==> src/rtl/pipeline_pkg.sv <==
// pipeline_pkg: shared pipeline types, RISC-V opcode constants and redirect helper
//   state_t       : control hazard FSM state (IDLE / FLUSH)
//   OP_*          : major opcodes of the control-transfer instructions
//   redirect_req  : taken branch or unconditional jump resolved in EX
package pipeline_pkg;

    typedef enum logic {
        IDLE  = 1'b0,
        FLUSH = 1'b1
    } state_t;

    localparam logic [6:0] OP_BRANCH = 7'b1100011;
    localparam logic [6:0] OP_JALR   = 7'b1100111;
    localparam logic [6:0] OP_JAL    = 7'b1101111;

    function automatic logic redirect_req(input logic branch, input logic cond, input logic jump);
        return jump | (branch & cond);
    endfunction

endpackage

==> src/rtl/sat_counter.sv <==
// sat_counter: synchronous up-counter that saturates at all-ones
//   clk   : clock, rising edge
//   clear : synchronous clear, dominates inc
//   inc   : add one unless already saturated
//   value : current count
module sat_counter #(
    parameter int WIDTH = 32
) (
    input  logic             clk,
    input  logic             clear,
    input  logic             inc,
    output logic [WIDTH-1:0] value
);

    always_ff @(posedge clk) begin
        if (clear)
            value <= '0;
        else if (inc && !(&value))
            value <= value + 1'b1;
    end

endmodule

==> src/rtl/control_hazard_unit.sv <==
// control_hazard_unit: redirects fetch on taken branches/jumps and squashes wrong-path work
//   CLK, RESET    : clock and synchronous active-high reset
//   Branch_EX, BranchCond_EX, Jump_EX, Target_EX : control transfer resolved in EX
//   PCWrite       : pipeline advance permission (0 = load-use stall)
//   PCSrc         : select PCTarget as next PC
//   PCTarget      : registered redirect address
//   ControlBubble, IF_IDFlush, Busy : asserted for the whole squash window
//   TakenCount    : saturating count of accepted redirects
module control_hazard_unit #(
    parameter int FLUSH_CYCLES = 2,
    parameter int CNT_W        = 32
) (
    input  logic             CLK,
    input  logic             RESET,
    input  logic             Branch_EX,
    input  logic             BranchCond_EX,
    input  logic             Jump_EX,
    input  logic [31:0]      Target_EX,
    input  logic             PCWrite,
    output logic             PCSrc,
    output logic [31:0]      PCTarget,
    output logic             ControlBubble,
    output logic             IF_IDFlush,
    output logic             Busy,
    output logic [CNT_W-1:0] TakenCount
);

    import pipeline_pkg::*;

    localparam logic [2:0] FLUSH_INIT = 3'(FLUSH_CYCLES);

    state_t      state;
    logic [2:0]  squash;
    logic        pcsrc_q;
    logic [31:0] target_q;
    logic        accept;

    // requests seen while squashing belong to the wrong path and are dropped
    assign accept = (state == IDLE) && redirect_req(Branch_EX, BranchCond_EX, Jump_EX);

    always_ff @(posedge CLK) begin
        if (RESET) begin
            state    <= IDLE;
            squash   <= '0;
            pcsrc_q  <= 1'b0;
            target_q <= '0;
        end else if (state == IDLE) begin
            if (accept) begin
                state    <= FLUSH;
                squash   <= FLUSH_INIT;
                pcsrc_q  <= 1'b1;
                target_q <= Target_EX;
            end
        end else if (PCWrite) begin
            // only advancing cycles consume the window; stalls freeze everything
            pcsrc_q <= 1'b0;
            squash  <= squash - 3'd1;
            if (squash == 3'd1)
                state <= IDLE;
        end
    end

    assign PCSrc         = pcsrc_q;
    assign PCTarget      = target_q;
    assign Busy          = (state == FLUSH);
    assign ControlBubble = Busy;
    assign IF_IDFlush    = Busy;

    sat_counter #(.WIDTH(CNT_W)) u_taken (
        .clk   (CLK),
        .clear (RESET),
        .inc   (accept),
        .value (TakenCount)
    );

endmodule

==> config.mk <==
export PLATFORM = sky130hd
export DESIGN_NAME = control_hazard_unit
export DESIGN_NICKNAME = d
export VERILOG_FILES = /design/src/rtl/pipeline_pkg.sv /design/src/rtl/sat_counter.sv /design/src/rtl/control_hazard_unit.sv
export SDC_FILE = /design/constraint.sdc
export NUM_CORES = 1
export LEC_CHECK = 0
export ABC_AREA = 1
export BUFFER_PORTS_ARGS = -buffer_cell sky130_fd_sc_hd__buf_4
export CAP_MARGIN = 40
export CORE_MARGIN = 2
export CORE_UTILIZATION = 55
export CTS_BUF_LIST = sky130_fd_sc_hd__clkbuf_2 sky130_fd_sc_hd__clkbuf_4 sky130_fd_sc_hd__clkbuf_8
export DETAILED_ROUTE_END_ITERATION = 10
export PLACE_DENSITY = 0.85
export SLEW_MARGIN = 10
export SYNTH_ARGS = -nofsm -noshare
export SYNTH_HDL_FRONTEND = slang
export SYNTH_SLANG_ARGS = --single-unit
==> constraint.sdc <==
create_clock -name CLK -period 3 [get_ports CLK]
set_input_delay 0 -clock CLK [delete_from_list [all_inputs] [get_ports CLK]]
set_output_delay 0 -clock CLK [all_outputs]
set_load 0.1 [all_outputs]
# Word-level counts from Yosys, hierarchy flattened
# Index checks and enable logic that the tools add are counted.
# word_totals
latch_bits,0
reg_bits,69
romBits,0
memories,0
ram_bits,0
# op_classes
reduce_logical,7
shift,0
addsub,2
eq_ne,2
n_bitwise,3
div,0
multipliers,0
mux,10
n_lt_le_gt_ge,0
# ops
operator,n
32-bit by 1-bit adder with 32-bit output (second input constant),1
32-bit AND reduction,1
3-bit two-way mux,3
1-bit two-way mux,7
2-bit AND reduction,2
3-bit by 1-bit equality test with 1-bit output (second input constant),1
3-bit by 1-bit subtractor with 3-bit output (second input constant),1
1-bit logical AND,2
2-bit inequality test (second input constant),1
2-bit nonzero test,1
1-bit AND,1
1-bit logical NOT,1
1-bit NOT,1
1-bit bitwise OR,1

# Logic depth before layout (Yosys ltp)
# Gate-level depths: netlist of run 1.
# depth
ltp_word,5
depth_mapped,11

# Modules after synthesis
# A second synthesis of run 1 with hierarchy kept.
# unflattened
hier_cells,531
hier_area_um2,3611.0
# by_module_without_submodules
mod,cells_each,area_per_inst_um2,seq_area_each_um2,n_inst
sat_counter,320,1984.4,640.6,1
control_hazard_unit,211,1626.6,740.7,1

# Least setup slack after synthesis of run 1
# OpenSTA, ideal clock, no wires.
# synth_timing
path_type,register to register
from,reg u_taken.value[1]
to,reg u_taken.value[31]
path_slack_ps,752
arrival_time_ps,2135
stages_incl_launch_ff,12
n_path_buf,1
setup_time_ps,113
path_cell_list,dfxtp_1 -> ha_1 -> inv_1 -> nor2_4 -> nand2_4 -> nor2_8 -> nand2_4 -> buf_6 -> nand3_1 -> nand2_1 -> nand2_1 -> nor2_1
# synth_between
elab_chain_cells,3
word_cells_on_any_way,4
classes_between,add/sub: 1; reduce/logical: 3
# synth_rtl
element,line,text
start: declaration,sat_counter.sv:12,output logic [WIDTH-1:0] value
start signal: assignment,sat_counter.sv:19,value <= value + 1'b1;
"parallel branches: the longest is 3 deep, another holds 32-bit by 1-bit adder with 32-bit output",n/a,
# Parallel ways; which one is timed is not known.
# A chain may end at the register's enable or synchronous reset.

# Worst setup path in the final report of run 1
# layout_timing
from,"reg state, in the netlist Busy"
to,"reg pcsrc_q, in the netlist PCSrc"
# layout_between
elab_chain_cells,4
word_cells_on_any_way,6
classes_between,eq/ne: 1; mux: 1; bitwise: 1; reduce/logical: 3
# layout_rtl
element,line,text
start: declaration,control_hazard_unit.sv:32,state_t state;
start signal: assignment,control_hazard_unit.sv:43,state <= IDLE;
start signal: assignment,control_hazard_unit.sv:49,state <= FLUSH;
start signal: assignment,control_hazard_unit.sv:59,state <= IDLE;
1-bit NOT (no source line),n/a,
1-bit logical AND,control_hazard_unit.sv:39,"assign accept = (state == IDLE) && redirect_req(Branch_EX, BranchCond_EX, Jump_EX);"
2-bit nonzero test (no source line),n/a,
2-bit AND reduction (no source line),n/a,
end signal: assignment,control_hazard_unit.sv:45,pcsrc_q <= 1'b0;
end signal: assignment,control_hazard_unit.sv:51,pcsrc_q <= 1'b1;
end signal: assignment,control_hazard_unit.sv:56,pcsrc_q <= 1'b0;
end: declaration,control_hazard_unit.sv:34,logic pcsrc_q;
# Several ways; a longest one is shown, not always the timed one.

==> results of run 1 <==
-- per-layer routing --
metal	part of all wire	wire, µm	track usage
met5	0	0	0
met4	0.048	488	0.217
met3	0.062	628	0.0598
met2	0.51	5120	0.554
met1	0.38	3840	0.345
-- kinds of logic (layout without fill, tap and decap cells) --
family,count (synthesis),after routing
AOI/OAI and AO/OA,61,61
adders and majority gates,3,3
buffers and inverters,56,195
DFF,69,69
and+or+nand+nor,305,305
-- stage by stage --
| stage | total power, mW | cell area (µm²) | hold WS (ns) |
|---|---|---|---|
| global route | 2.63 | 4740 | 0.396 |
| CTS | 2.54 | 4740 | 0.347 |
| detailed placement | 1.65 | 4170 | 0.226 |
| global placement | 1.64 | 4170 | 0.224 |
| floorplan | 1.50 | 3380 | 0.0691 |
| finish | 2.56 | 4740 | 0.365 |
-- critical path: stages, from the launching register on --
cell	delay, ns
dfxtp_1	0.47
inv_1	0.06
nand2_1	0.20
buf_4	0.37
a21oi_1	0.12
dlygate4sd3_1	0.57
-- flip-flops by register name, indices dropped and copies added (netlist names) --
register / count
Busy: 1
PCSrc: 1
squash: 3
u_taken.value: 32
PCTarget: 32
-- cell type report --
cell class                 count  area (µm²)
clock buffer                   9         124
clock inverter                 7        97.6
fill                         387        1180
inverter                      35         131
multi-input combinational    369        1740
sequential                    69        1380
tap                           75        93.8
timing repair buffer         144        1170
-- power by group through the flow --
stage          combinational (mW)  sequential (mW)  clock (mW)
6_report                    0.684             1.00       0.871
5_1_grt                     0.712             1.01       0.912
4_1_cts                     0.669            0.998       0.872
3_5_place_dp                0.631             1.02           0
3_3_place_gp                0.624             1.02           0
2_1_floorplan               0.140             1.36           0
-- synthesized netlist by cell type --
master    instances  area [µm²]
dfxtp_1          69        1380
nor2_2            6        37.5
buf_4             2        15.0
inv_1            33         124
nor2_1          145         544
inv_2             1        3.75
buf_2             7        35.0
nor2_4            4        45.0
and2_1            1        6.26
clkbuf_1          8        30.0
buf_6             4        45.0
nand2_1          97         364
nand2_4           2        22.5
clkinv_1          1        3.75
a211oi_1          1        7.51
o21ai_0          34         170
nor2_8            1        20.0
a21oi_1          26         130
nand3_4           1        17.5
nand2_2           6        37.5
ha_1              3        37.5
nand3_2          16         160
nand4_1           6        37.5
nand3_1          20         100
-- repair_timing --
| action | in CTS | in global routing |
|---|---|---|
| hold buffers | 35 | 0 |
| hold endpoints to repair | 38 | 0 |
| endpoints found under the setup margin | 0 | 0 |
-- worst max path at each step --
stage | slack, ns | endpoint | depth (start not counted)
finish | 1.10 | PCSrc$_SDFFE_PP0P_ | 5
global route | 1.0 | PCSrc$_SDFFE_PP0P_ | 5
CTS | 1.15 | PCSrc$_SDFFE_PP0P_ | 5
detailed placement | 1.28 | u_taken.value[22]$_SDFFE_PP0P_ | 8
global placement | 1.35 | u_taken.value[19]$_SDFFE_PP0P_ | 10
floorplan | 0.75 | u_taken.value[31]$_SDFFE_PP0P_ | 11
==> summary.md, run 1 <==
| Metric | Value |
|---|---|
| Unrepaired setup endpoints after global routing | `no` |
| Syn Nets | `around 540` |
| Switching pwr | `~950 µW` |
| Reg clk slew, reported paths | `around 0.08 ns` |
| CP Launch Type | `flop` |
| Port Buffers | `between 100 and 150` |
| Post-Synth XOR/XNOR Area | `0` |
| Io pins | `between 100 and 150` |
| Reg power frac | `0.392` |
| Reg2reg start | `Busy$_SDFF_PP0_` |
| Gr ovfl total | `0` |
| Most frequent cells in the layout | `145 x nor2_1, 109 x buf_4, 97 x nand2_1` |
| RePlAce Congestion | `approximately 0.96` |
| Simple-gate share of the synthesized area | `0.413` |
| Largest family of logic cells by synthesized area | `simple AND/OR/NAND/NOR gates` |
| # rows | `28` |
| Area share of fa/ha/maj cells after synthesis | `0.0111` |
| Worst Hold End | `PCTarget[23]$_SDFFE_PP0P_` |
| Layout Nets | `~670` |
| CTS Buf Count | `9` |
| Yosys warnings | `0` |
| Tcrit/Tclk final | `0.635` |
| Critical path data required time | `between 3 and 4 ns` |
| Initial Util | `0.570` |
| Die X | `a little over 80 µm` |
| Post-synthesis compound-gate area fraction | `0.0912` |
| Clock Latency Late Sink | `between 0.3 and 0.4 ns` |
| Drt via density | `5.37` |
| Reg2reg setup slack | `roughly 1.1 ns` |
| Setup violators final | `0` |
| Pre-CTS setup slack | `1.28 ns` |
| R2R depth | `5` |
| Internal power | `roughly 1.6 mW` |
| Crit path from | `Busy$_SDFF_PP0_` |
| Core Util, Final | `0.800` |
| Final Hold Fails | `0` |
| DR pass1 iterations | `5` |
| Core area | `~6000 µm²` |
| Max-Cap Viols | `0` |
| Clock skew | `between 0.008 and 0.009 ns` |
| Syn Std Cell Area | `approximately 3400 µm²` |
| Min Tclk post-route | `about 1.9 ns` |
| Via count | `between 3000 and 4000` |
| Seq/Total Area, Yosys | `0.409` |
| Fmax | `525 MHz` |
| Worst vdd ir | `between 0.0004 and 0.0005 V` |
| Post-detail-place hpwl | `just over 6 mm` |
| Combinational power share | `0.267` |
| Drt drc | `0` |
| First-pass GRT wire length | `~16 mm` |
| Post-Synthesis Cells | `around 490` |
| Total die area | `a little under 7000 µm²` |
| Synth cell types | `24` |
| Crit Path Max Fanout | `38` |
| LEAKAGE | `~2.1 nW` |
| Final WS setup | `1.10 ns` |
| TNS Setup | `0 ns` |
| Clock buffer depth | `2` |
| Slew HR | `0.539` |
| Number of global-route vias before repair | `between 3000 and 4000` |
| Clock Sinks | `69` |
| Leading cell type in the layout, fill and taps excluded | `nor2_1` |
| Clk root buf | `clkbuf_8` |
| CTS tree | `done` |
| Clock network fraction of total power | `0.341` |
| Layout area overhead | `40.4%` |
| Worst hold path class | `input pin to flop` |
| Worst Path Arrival | `between 2 and 2.5 ns` |
| Pins Over Slew Limit | `0` |
| Crit path kind | `flop to flop` |
| Outcome | `complete, no violations` |
| R2r endpoint | `PCSrc$_SDFFE_PP0P_` |
| Multiplexer area fraction after synthesis | `0` |
| Sw Ratio | `0.371` |
| Syn avg cell area | `between 6 and 7 µm²` |
| Initial antenna violation count | `0` |
| Largest net degree at the start of global routing | `40` |
| Final Non-Filler Cells | `708` |
| Detail Route Antenna Nets | `0` |
| Htree depth | `3` |
| First DRT Iteration DRCs | `roughly 240` |
| Post-CTS setup buffer count | `0` |
| Worst-Margin Slew | `0.687 ns` |
| Routed WL | `approximately 10 mm` |
| Post_cts resized | `0` |
| Total GRT Usage | `0.317` |
| Hold path start | `Jump_EX` |
| Crit end category | `flop` |
| Antenna diodes | `0` |
| Placed cell count | `657` |
| Worst hold stages | `6` |
| Layout cells sized above 1 | `0.258` |
| WL/cell | `roughly 14 µm` |
| Die height | `roughly 82 µm` |
| Synth Register Bits | `69` |
| Pwr Density | `approximately 540 nW/µm²` |
No activity file was read; power rests on OpenSTA's default activity.
==> run 2: changes to the inputs <==
Settings changed: ABC_AREA 1 to 0, CORE_UTILIZATION 55 to 52, PLACE_DENSITY 0.85 to 0.82.
Clock period 3 ns to 1.8 ns, I/O delays scaled along.
==> run 2 against run 1 <==
The flow now finishes with violations (negative setup slack). Sequential power increased by 60%. Synthesized cell count shrank 23%. Critical path depth increased by 2. Utilization is 11 points higher. Clock power increased by 70%. Count of clock-buffer cells in the layout up 3. Cell count fell by 8.6%. Fmax shrank 15%. Die area decreased by 1.9%. Combinational power rose by 43%. Routed wire length rose by 44%. Global-route usage grew 4.0 points.
==> summary.md, run 2 <==
| Metric | Value |
|---|---|
| Yosys warnings | `0` |
| Core area | `about 5900 µm²` |
| Crit Path Max Fanout | `25` |
| Min Tclk post-route | `roughly 2.2 ns` |
| Worst vdd ir | `around 0.0008 V` |
| Initial Util | `0.535` |
| Number of global-route vias before repair | `3801` |
| Final Hold Fails | `0` |
| Port Buffers | `105` |
| Detail Route Antenna Nets | `0` |
| Initial antenna violation count | `0` |
| Final WS setup | `-0.446 ns` |
| Post-synth EDFFs | `0` |
| Post-detail-place hpwl | `6.19 mm` |
| Layout area overhead | `70.7%` |
| FILL cells | `236` |
| Top post-synthesis cells by area | `dfxtp_1 44%, a21oi_1 10%, nand2_1 9.8%` |
| Worst Path Arrival | `about 2.5 ns` |
| # rows | `28` |
| Failing checks | `negative setup slack` |
| TNS Setup | `-7.92 ns` |
| Fmax | `about 450 MHz` |
| Clock Sinks | `69` |
| RePlAce Congestion | `about 0.86` |
| Post-Synthesis Cells | `380` |
| Outcome | `finished, violations left` |
| First DRT Iteration DRCs | `roughly 390` |
| Clk root buf | `clkbuf_8` |
| Seq/Total Area, Yosys | `0.442` |
| Clock buffer depth | `2` |
| LEAKAGE | `around 2.2 nW` |
| Drt drc | `0` |
| Worst hold path class | `input pin to flop` |
| Commonest cells in the netlist | `82 x nand2_1, 69 x dfxtp_1, 63 x a21oi_1` |
| Placed cell count | `585` |
| First-pass GRT wire length | `roughly 18 mm` |
| Final Non-Filler Cells | `~650` |
| Io pins | `~110` |
| Worst hold stages | `2` |
| Crit end category | `flop` |
| Drt via density | `6.36` |
| Crit path kind | `flop to flop` |
| Htree depth | `3` |
| Layout cells sized above 1 | `0.486` |
| Leading cell type in the layout, fill and taps excluded | `buf_4` |
| Die X | `~82 µm` |
| Via count | `a little over 4000` |
| Gr ovfl total | `0` |
| Largest net degree at the start of global routing | `between 40 and 50` |
| Setup violators final | `32` |
| Most frequent cells in the layout | `153 x buf_4, 79 x nand2_1, 52 x a21oi_1` |
| R2R depth | `7` |
| Syn Std Cell Area | `3130 µm²` |
| CTS tree | `done` |
| Top FF cell, synth | `dfxtp_1` |
| Clock skew | `about 0.013 ns` |
| DR pass1 iterations | `5` |
| Pwr Density | `between 700 and 800 nW/µm²` |
| Leading area contributor after synthesis | `dfxtp_1` |
| Clock Latency Late Sink | `around 0.36 ns` |
| Max-Cap Viols | `0` |
| Total GRT Usage | `0.357` |
| Reg2reg setup slack | `-0.45 ns` |
| Syn Nets | `between 400 and 500` |
| Async set-reset flop share out of synthesis | `0` |
| Layout Nets | `between 600 and 700` |
| Tcrit/Tclk final | `1.25` |
| Synth Register Bits | `69` |
| Pins Over Slew Limit | `0` |
| Area share of the largest cell type after synthesis | `0.442` |
| Antenna diodes | `0` |
| Routed WL | `14.5 mm` |
| Total die area | `between 6000 and 7000 µm²` |
| Reg clk slew, reported paths | `about 0.08 ns` |
| CTS Buf Count | `9` |
| Synth cell types | `43` |
| Worst-Margin Slew | `roughly 0.57 ns` |
| Unrepaired setup endpoints after global routing | `yes` |
| Most common cell in the synthesized netlist | `nand2_1` |
| Slew HR | `0.621` |
| Syn avg cell area | `between 8 and 9 µm²` |
| WL/cell | `between 20 and 25 µm` |
| CP Launch Type | `flop` |
| Critical path data required time | `between 2 and 2.5 ns` |
| Pwr Total | `4.06 mW` |
| Die height | `between 80 and 90 µm` |
==> run 2: metrics by stage <==
stage,area [µm²],util,setup WS [ns],hold slack [ns]
detailed placement,4440,0.759,-0.216,0.255
CTS,5100,0.873,-0.168,0.0972
global placement,4440,0.759,-0.168,0.246
finish,5340,0.913,-0.446,0.124
global route,5340,0.913,-0.498,0.143
floorplan,3280,-,-0.385,0.136
==> run 2: area by class of cell <==
cell class	count	area, µm²	area share
repair buffers	201	1670	0.313
inverters	4	15.0	0.00281
clock buffers	12	153	0.0286
flip-flops and latches	69	1500	0.280
well taps	75	93.8	0.0176
clock inverters	4	71.3	0.0134
multi-input cells	282	1840	0.345
==> run 2: metal layers <==
layer / track usage / vias to the layer above / wire [µm]
met5: 0 / - / 0
met4: 0.231 / 0 / 986
met3: 0.0846 / 113 / 1410
met2: 0.625 / 351 / 7050
met1: 0.383 / 1914 / 5090
li1: - / 1737 / -
==> run 2: power by group <==
group / internal (mW) / switching [mW]
logic: 0.261 / 0.714
clock network: 0.849 / 0.628
registers: 1.55 / 0.0492
total: 2.66 / 1.39
==> run 2: repair_timing <==
item | in CTS | in global routing
pin swaps | 19 | 16
gates resized for setup | 17 | 44
buffers inserted | 4 | 7
hold buffers | 33 | 0
gates cloned | 2 | 1
hold endpoints to repair | 33 | 0
endpoints found under the setup margin | 31 | 32
==> run 2: worst max-delay path, stage by stage (launching register included) <==
cell and delay, ns:
dfxtp_4 0.37, buf_4 0.14, nand3_1 0.09, nor4_2 0.35
nand2_2 0.22, buf_12 0.22, or4_1 0.53, a21oi_1 0.22
==> run 2: worst paths after layout <==
kind / startpoint / endpoint
setup / recovery: u_taken.value[0]$_SDFFE_PP0P_ / u_taken.value[13]$_SDFFE_PP0P_
hold / removal: RESET / u_taken.value[8]$_SDFFE_PP0P_
setup reg to reg: u_taken.value[0]$_SDFFE_PP0P_ / u_taken.value[13]$_SDFFE_PP0P_
hold reg to reg: PCTarget[4]$_SDFFE_PP0P_ / PCTarget[4]$_SDFFE_PP0P_
==> run 2: logic make-up (layout without fill, tap and decap cells) <==
| kind of cell | after synthesis | in the layout | share of synthesized area |
|---|---|---|---|
| flip-flops | 69 | 69 | 0.442 |
| AO/OA/AOI/OAI | 88 | 88 | 0.156 |
| adder cells (fa/ha/maj) | 3 | 3 | 0.0120 |
| multiplexers | 7 | 7 | 0.0272 |
| buffers and inverters | 29 | 221 | 0.0444 |
| AND/OR/NAND/NOR | 184 | 184 | 0.319 |
